**config.mk**
```make
export PLATFORM = sky130hd
export DESIGN_NAME = cp0_exc_ctrl
export DESIGN_NICKNAME = d
export VERILOG_FILES = /design/src/rtl/cp0_pkg.sv /design/src/rtl/cp0_exc_ctrl.sv
export SDC_FILE = /design/constraint.sdc
export NUM_CORES = 1
export LEC_CHECK = 0
export ABC_AREA = 1
export CORE_ASPECT_RATIO = 1.4
export CORE_MARGIN = 2
export CORE_UTILIZATION = 40
export CTS_CLUSTER_DIAMETER = 100
export DETAILED_ROUTE_END_ITERATION = 8
export PLACE_DENSITY = 0.65
export SLEW_MARGIN = 10
export SYNTH_ARGS = -nofsm -noshare
export SYNTH_HDL_FRONTEND = slang
export SYNTH_SLANG_ARGS = --single-unit
```
**constraint.sdc**
```tcl
create_clock -name clk -period 2.7 [get_ports clk]
set_input_delay 0.81 -clock clk [delete_from_list [all_inputs] [get_ports clk]]
set_output_delay 0.81 -clock clk [all_outputs]
set_load 0.005 [all_outputs]
```
**src/rtl/cp0_pkg.sv**
```systemverilog
// Shared CP0 definitions: register addresses, exception codes, Status bit
// positions and the exception/ERET sequencer state encoding.
package cp0_pkg;

  typedef enum logic [4:0] {
    CP0_BADVADDR = 5'd8,
    CP0_STATUS   = 5'd12,
    CP0_CAUSE    = 5'd13,
    CP0_EPC      = 5'd14
  } cp0_reg_t;

  typedef enum logic [4:0] {
    EXC_INT  = 5'd0,
    EXC_ADEL = 5'd4,
    EXC_ADES = 5'd5,
    EXC_SYS  = 5'd8,
    EXC_BP   = 5'd9,
    EXC_RI   = 5'd10,
    EXC_OV   = 5'd12
  } exc_code_t;

  localparam int STATUS_IE  = 0;
  localparam int STATUS_EXL = 1;

  typedef enum logic [3:0] {
    S_IDLE         = 4'd0,
    S_EXC_WR_ST    = 4'd1,
    S_EXC_WR_CAUSE = 4'd2,
    S_EXC_WR_EPC   = 4'd3,
    S_EXC_WR_BADV  = 4'd4,
    S_ERET_RD_EPC  = 4'd5,
    S_ERET_WR_ST   = 4'd6,
    S_DONE         = 4'd7
  } state_t;

  function automatic logic is_addr_err(input logic [4:0] code);
    return (code == EXC_ADEL) || (code == EXC_ADES);
  endfunction

endpackage

```
**src/rtl/cp0_exc_ctrl.sv**
```systemverilog
// Exception/ERET sequencer feeding the CP0 register file one write per cycle.
// Build option CP0_EXC_INT_EN enables hardware interrupt requests and Cause.IP.
//
// state          | meaning
// S_IDLE         | waiting; Status on read port
// S_EXC_WR_ST    | write Status with EXL set
// S_EXC_WR_CAUSE | write Cause (BD, IP, ExcCode)
// S_EXC_WR_EPC   | write EPC (skipped when EXL already set)
// S_EXC_WR_BADV  | write BadVAddr (address errors only)
// S_ERET_RD_EPC  | read EPC into epc_q
// S_ERET_WR_ST   | write Status with EXL cleared
// S_DONE         | one-cycle flush/redirect
module cp0_exc_ctrl
  import cp0_pkg::*;
#(
  parameter int                  PC_WIDTH   = 32,
  parameter logic [PC_WIDTH-1:0] EXC_VECTOR = 32'hBFC00380
) (
  input  logic                clk,
  input  logic                rst,
  input  logic                exc_valid,
  input  logic [4:0]          exc_code,
  input  logic [PC_WIDTH-1:0] exc_pc,
  input  logic                exc_bd,
  input  logic [PC_WIDTH-1:0] exc_badvaddr,
  input  logic                eret_valid,
  input  logic [5:0]          hw_int,
  input  logic [31:0]         cp0_rdata,
  output logic [4:0]          cp0_raddr,
  output logic [4:0]          cp0_waddr,
  output logic                cp0_wen,
  output logic [31:0]         cp0_wdata,
  output logic [2:0]          cp0_sel,
  output logic                busy,
  output logic                flush_valid,
  output logic [PC_WIDTH-1:0] flush_pc
);

`ifdef CP0_EXC_INT_EN
  localparam logic INT_ON = 1'b1;
`else
  localparam logic INT_ON = 1'b0;
`endif

  state_t              state, state_n;
  logic [4:0]          code_q, code_n;
  logic [PC_WIDTH-1:0] pc_q, pc_n, badv_q, badv_n, epc_q, epc_n;
  logic                bd_q, bd_n, eret_q, eret_n;
  logic [31:0]         status_q, status_n;
  logic                int_req;
  logic [5:0]          ip;
  logic                wen_n, flush_n;
  logic [4:0]          waddr_n;
  logic [31:0]         wdata_n;
  logic [PC_WIDTH-1:0] fpc_n;

  assign cp0_sel   = 3'b000;
  assign cp0_raddr = (state == S_ERET_RD_EPC) ? CP0_EPC : CP0_STATUS;

  always_comb begin
    state_n  = state;
    code_n   = code_q;
    pc_n     = pc_q;
    bd_n     = bd_q;
    badv_n   = badv_q;
    status_n = status_q;
    epc_n    = epc_q;
    eret_n   = eret_q;
    int_req  = INT_ON & (|(hw_int & cp0_rdata[15:10])) & cp0_rdata[STATUS_IE]
               & ~cp0_rdata[STATUS_EXL];
    ip       = INT_ON ? hw_int : 6'b0;

    case (state)
      S_IDLE: begin
        if (exc_valid) begin
          code_n   = exc_code;
          pc_n     = exc_pc;
          bd_n     = exc_bd;
          badv_n   = exc_badvaddr;
          status_n = cp0_rdata;
          eret_n   = 1'b0;
          state_n  = S_EXC_WR_ST;
        end else if (eret_valid) begin
          status_n = cp0_rdata;
          eret_n   = 1'b1;
          state_n  = S_ERET_RD_EPC;
        end else if (int_req) begin
          code_n   = EXC_INT;
          pc_n     = exc_pc;
          bd_n     = exc_bd;
          status_n = cp0_rdata;
          eret_n   = 1'b0;
          state_n  = S_EXC_WR_ST;
        end
      end
      S_EXC_WR_ST:    state_n = S_EXC_WR_CAUSE;
      S_EXC_WR_CAUSE: begin
        if (!status_q[STATUS_EXL]) state_n = S_EXC_WR_EPC;
        else if (is_addr_err(code_q)) state_n = S_EXC_WR_BADV;
        else state_n = S_DONE;
      end
      S_EXC_WR_EPC:   state_n = is_addr_err(code_q) ? S_EXC_WR_BADV : S_DONE;
      S_EXC_WR_BADV:  state_n = S_DONE;
      S_ERET_RD_EPC: begin
        epc_n   = cp0_rdata[PC_WIDTH-1:0];
        state_n = S_ERET_WR_ST;
      end
      S_ERET_WR_ST:   state_n = S_DONE;
      S_DONE:         state_n = S_IDLE;
      default:        state_n = S_IDLE;
    endcase

    // Outputs are decoded from the next state so they are registered yet
    // line up with the cycle the FSM spends in that state.
    wen_n   = 1'b0;
    waddr_n = 5'd0;
    wdata_n = 32'd0;
    flush_n = 1'b0;
    fpc_n   = '0;
    case (state_n)
      S_EXC_WR_ST: begin
        wen_n   = 1'b1;
        waddr_n = CP0_STATUS;
        wdata_n = status_n | (32'h1 << STATUS_EXL);
      end
      S_EXC_WR_CAUSE: begin
        wen_n   = 1'b1;
        waddr_n = CP0_CAUSE;
        wdata_n = {bd_n, 15'b0, ip, 3'b0, code_n, 2'b0};
      end
      S_EXC_WR_EPC: begin
        wen_n   = 1'b1;
        waddr_n = CP0_EPC;
        wdata_n = 32'(bd_n ? (pc_n - PC_WIDTH'(4)) : pc_n);
      end
      S_EXC_WR_BADV: begin
        wen_n   = 1'b1;
        waddr_n = CP0_BADVADDR;
        wdata_n = 32'(badv_n);
      end
      S_ERET_WR_ST: begin
        wen_n   = 1'b1;
        waddr_n = CP0_STATUS;
        wdata_n = status_n & ~(32'h1 << STATUS_EXL);
      end
      S_DONE: begin
        flush_n = 1'b1;
        fpc_n   = eret_n ? epc_n : EXC_VECTOR;
      end
      default: ;
    endcase
  end

  always_ff @(posedge clk) begin
    if (rst) begin
      state       <= S_IDLE;
      code_q      <= 5'd0;
      pc_q        <= '0;
      bd_q        <= 1'b0;
      badv_q      <= '0;
      status_q    <= 32'd0;
      epc_q       <= '0;
      eret_q      <= 1'b0;
      busy        <= 1'b0;
      cp0_wen     <= 1'b0;
      cp0_waddr   <= 5'd0;
      cp0_wdata   <= 32'd0;
      flush_valid <= 1'b0;
      flush_pc    <= '0;
    end else begin
      state       <= state_n;
      code_q      <= code_n;
      pc_q        <= pc_n;
      bd_q        <= bd_n;
      badv_q      <= badv_n;
      status_q    <= status_n;
      epc_q       <= epc_n;
      eret_q      <= eret_n;
      busy        <= (state_n != S_IDLE);
      cp0_wen     <= wen_n;
      cp0_waddr   <= waddr_n;
      cp0_wdata   <= wdata_n;
      flush_valid <= flush_n;
      flush_pc    <= fpc_n;
    end
  end

endmodule

```
==> impl_metrics.yaml <==
timing:
  setup_viol: 0
  period_share_pct: 87.1
  fin_ws_ps: 348
  clock_skew_ps: 9.13
  slew_headroom_pct: 62.7
  timing.fmax_mhz: 425
  worst_pin_slew_ps: 560
  drv_slew: 0
  fin_crit_ps: 2350
  rsz0062_at_grt: "false"
  finalHoldViolCount: 0
setup_path:
  critPathBufInv: 3
  crit_fanout: 22
  start_kind: "flop"
  r2r_start: "state[1]"
  cp_slowest_stage_delay_ps: 480
  rr_endpoint: "cp0_wdata[1]"
  critPathArrivalTime_ps: 2790
  crit_chain: "nor2_8 -> nand2_8 -> nor2_1 -> buf_4 -> nor2_4 -> nand2_1 -> nor2_2 -> nand2_1 -> buf_12 -> buf_4 -> o22ai_1 -> nor2_1 -> nor2_1"
  required_ps: 3140
  cp_common_cell: "nor2_1"
  crit_type: "reg2reg"
  endpoint_kind: "flop"
  r2r_slack_ps: 350
  reg2reg_depth: 13
  cp_top_family: "simple AND/OR/NAND/NOR gates"
  cp_slowest_cell: "dfxtp_1"
  cp.depth: 13
clock_network:
  htree_levels: 1
  cts_sinks: 210
  clk_latency_ps: 510
  clk_pin_slew_ps: 70
  cts_inserted_buffers: 22
  cts_tree: "built"
  cts_buffer_depth: 3
  root_buffer: "clkbuf_16"
synth:
  yosysWarnings: 0
  syn_area_um2: 8990
  ys_async_sr_fraction_pct: 0
  synth.avg_cell_area_um2: 7.83
  ys_types: 37
  ys_dominant_reg_cell: "dfxtp_1"
  synth_top_cell_by_area: "dfxtp_1"
  synth_top_area_share_pct: 46.7
  synth_area_leaders: "dfxtp_1 47%, nor2_1 11%, mux2i_1 11%, nand2_1 8.6%, inv_1 2.8%"
  synth-edff-count: 0
  ys_seq_elements: 210
  synth_cells: 1149
  yosysSeqAreaShare_pct: 46.7
layout:
  area_growth_pct: 44.9
  layout_commonest_cell: "nor2_1"
  fin_nets: 1576
  stdcell_count: 1778
  fillerInstances: 2073
  final_layout_size_suffix_gt1_share_pct: 18.9
  final_cell_mix: "269 x nor2_1, 209 x dfxtp_1, 207 x nand2_1"
power_and_ir_drop:
  internal-power_mw: 6.19
  p_comb_share_pct: 21.6
  leakagePower_nw: 5.85
  power.switching_mw: 2.27
  power_frac_seq_pct: 39.1
  power_frac_clock_pct: 39.3
  p_per_area_nw_per_um2: 649
  p_sw_share_pct: 26.8
  peakVddDrop_uv: 529
worst_hold_path:
  hold_depth: 2
  holdCritPathClass: "reg2reg"
  holdPathEnd: "epc_q[12]"
  hp-start: "epc_q[12]"
placement:
  dp_slack_ps: -458
  hpwl_mm: 20.0
  place.gp.congestion: 0.955
  io_buffers: 177
  place_inst: 1732
global_routing:
  grt_util_met1_pct: 27.5
  grt_pass1_wl_mm: 41.3
  grt_max_degree: 58
  busiest_layer: "met2"
  met3_usage_pct: 3.15
  overflow: 0
  grtUsageMet2_pct: 37.3
  antenna_found_initial: 2
  grt_usage_pct: 22.0
  grt_pass1_vias: 8062
floorplanning:
  rows: 64
  die_height_um: 181
  initial_utilization_pct: 41.0
  die_area_um2: 23700
  ios: 192
  core_area_um2: 21900
  fp.dieW_um: 131
detailed_routing:
  ant_nets: 0
  drt_iter0_drc: 383
  dr.pass1.iters: 5
  totalWireLength_mm: 26.4
  vias: 8304
  drc: 0
  viasPerCell: 4.67
  wl_per_cell_um: 14.9
status:
  status: "finished clean"
run:
  cap_violations: 0
-- worst min-delay path: cells and delay by family (launching register included) --
family / cells / cell delay [ps]
flip-flops: 1 / 300
AND/OR/NAND/NOR: 1 / 80
multiplexers: 1 / 70
-- cells by family (layout without fill, tap and decap cells) --
group | Yosys count | in the layout | share of synthesized area, %
muxes | 99 | 99 | 11.0
DFF | 210 | 210 | 46.7
other | 2 | 11 | 0.0835
AOI/OAI and AO/OA | 97 | 97 | 6.14
adders and majority gates | 1 | 1 | 0.139
and+or+nand+nor | 604 | 604 | 29.0
xor gates and xnor gates | 1 | 1 | 0.0974
buffers and inverters | 135 | 458 | 6.79
-- flip-flops by register name, summed over array words and instances (netlist names) --
signal and flops:
bd_q 1, pc_q 32, code_q 5, cp0_waddr 4, state 4, flush_valid 1, badv_q 32, cp0_wen 1
status_q 32, cp0_wdata 32, flush_pc 32, busy 1, eret_q 1, epc_q 32
-- worst max-delay path by stage --
stage          startpoint       endpoint
3_5_place_dp    exc_valid  cp0_wdata[16]
2_1_floorplan   exc_valid  cp0_wdata[16]
5_1_grt          state[1]   cp0_wdata[1]
4_1_cts          state[0]   cp0_raddr[1]
6_report         state[1]   cp0_wdata[1]
3_3_place_gp    exc_valid  cp0_wdata[16]
-- layer usage --
layer	vias up	routed length [µm]
li1	4274	-
met1	3772	11400
met2	196	12700
met3	62	1170
met4	0	1160
met5	-	0
-- through the flow --
step	utilization (%)	power, mW	setup TNS [ps]	hold WS, ps	area [µm²]
final	59.4	8.46	0	485	13000
after floorplan	-	4.29	0	445	9020
after global routing	59.4	8.84	0	520	13000
after detailed placement	55.3	5.17	-16030	478	12100
after global placement	55.3	5.15	-16200	465	12100
after CTS	59.1	8.50	0	492	13000
-- layout make-up --
class | instances | area [µm²] | area share (%)
Timing Repair Buffer | 344 | 3120 | 23.9
Multi-Input combinational cell | 811 | 4250 | 32.6
Clock inverter | 10 | 163 | 1.25
Sequential cell | 210 | 4210 | 32.3
Clock buffer | 30 | 642 | 4.92
Inverter | 74 | 278 | 2.13
Antenna cell | 2 | 5.00 | 0.0384
Tap cell | 297 | 372 | 2.85
-- timing repair --
item,4_1_cts,5_1_grt
endpoints found under the setup margin,1,23
setup buffers,1,3
gates resized for setup,1,14
hold buffers,0,0
pin swaps,1,4
-- power by group through the flow --
| stage | logic, mW | clock network [mW] | registers, mW |
|---|---|---|---|
| after detailed placement | 1.79 | 0 | 3.38 |
| after global placement | 1.77 | 0 | 3.38 |
| after global routing | 2.00 | 3.52 | 3.32 |
| after floorplan | 0.918 | 0 | 3.37 |
| after CTS | 1.80 | 3.38 | 3.31 |
| final | 1.83 | 3.32 | 3.31 |
-- cell usage after synthesis (10+ instances only) --
| master | n |
|---|---|
| a21oi_1 | 45 |
| buf_2 | 23 |
| buf_4 | 10 |
| clkbuf_1 | 23 |
| dfxtp_1 | 210 |
| inv_1 | 67 |
| mux2i_1 | 99 |
| nand2_1 | 207 |
| nand3_1 | 49 |
| nand4_1 | 13 |
| nor2_1 | 275 |
| nor2_2 | 15 |
| o21ai_0 | 30 |
Note: power is estimated with default switching activity, not from simulation.
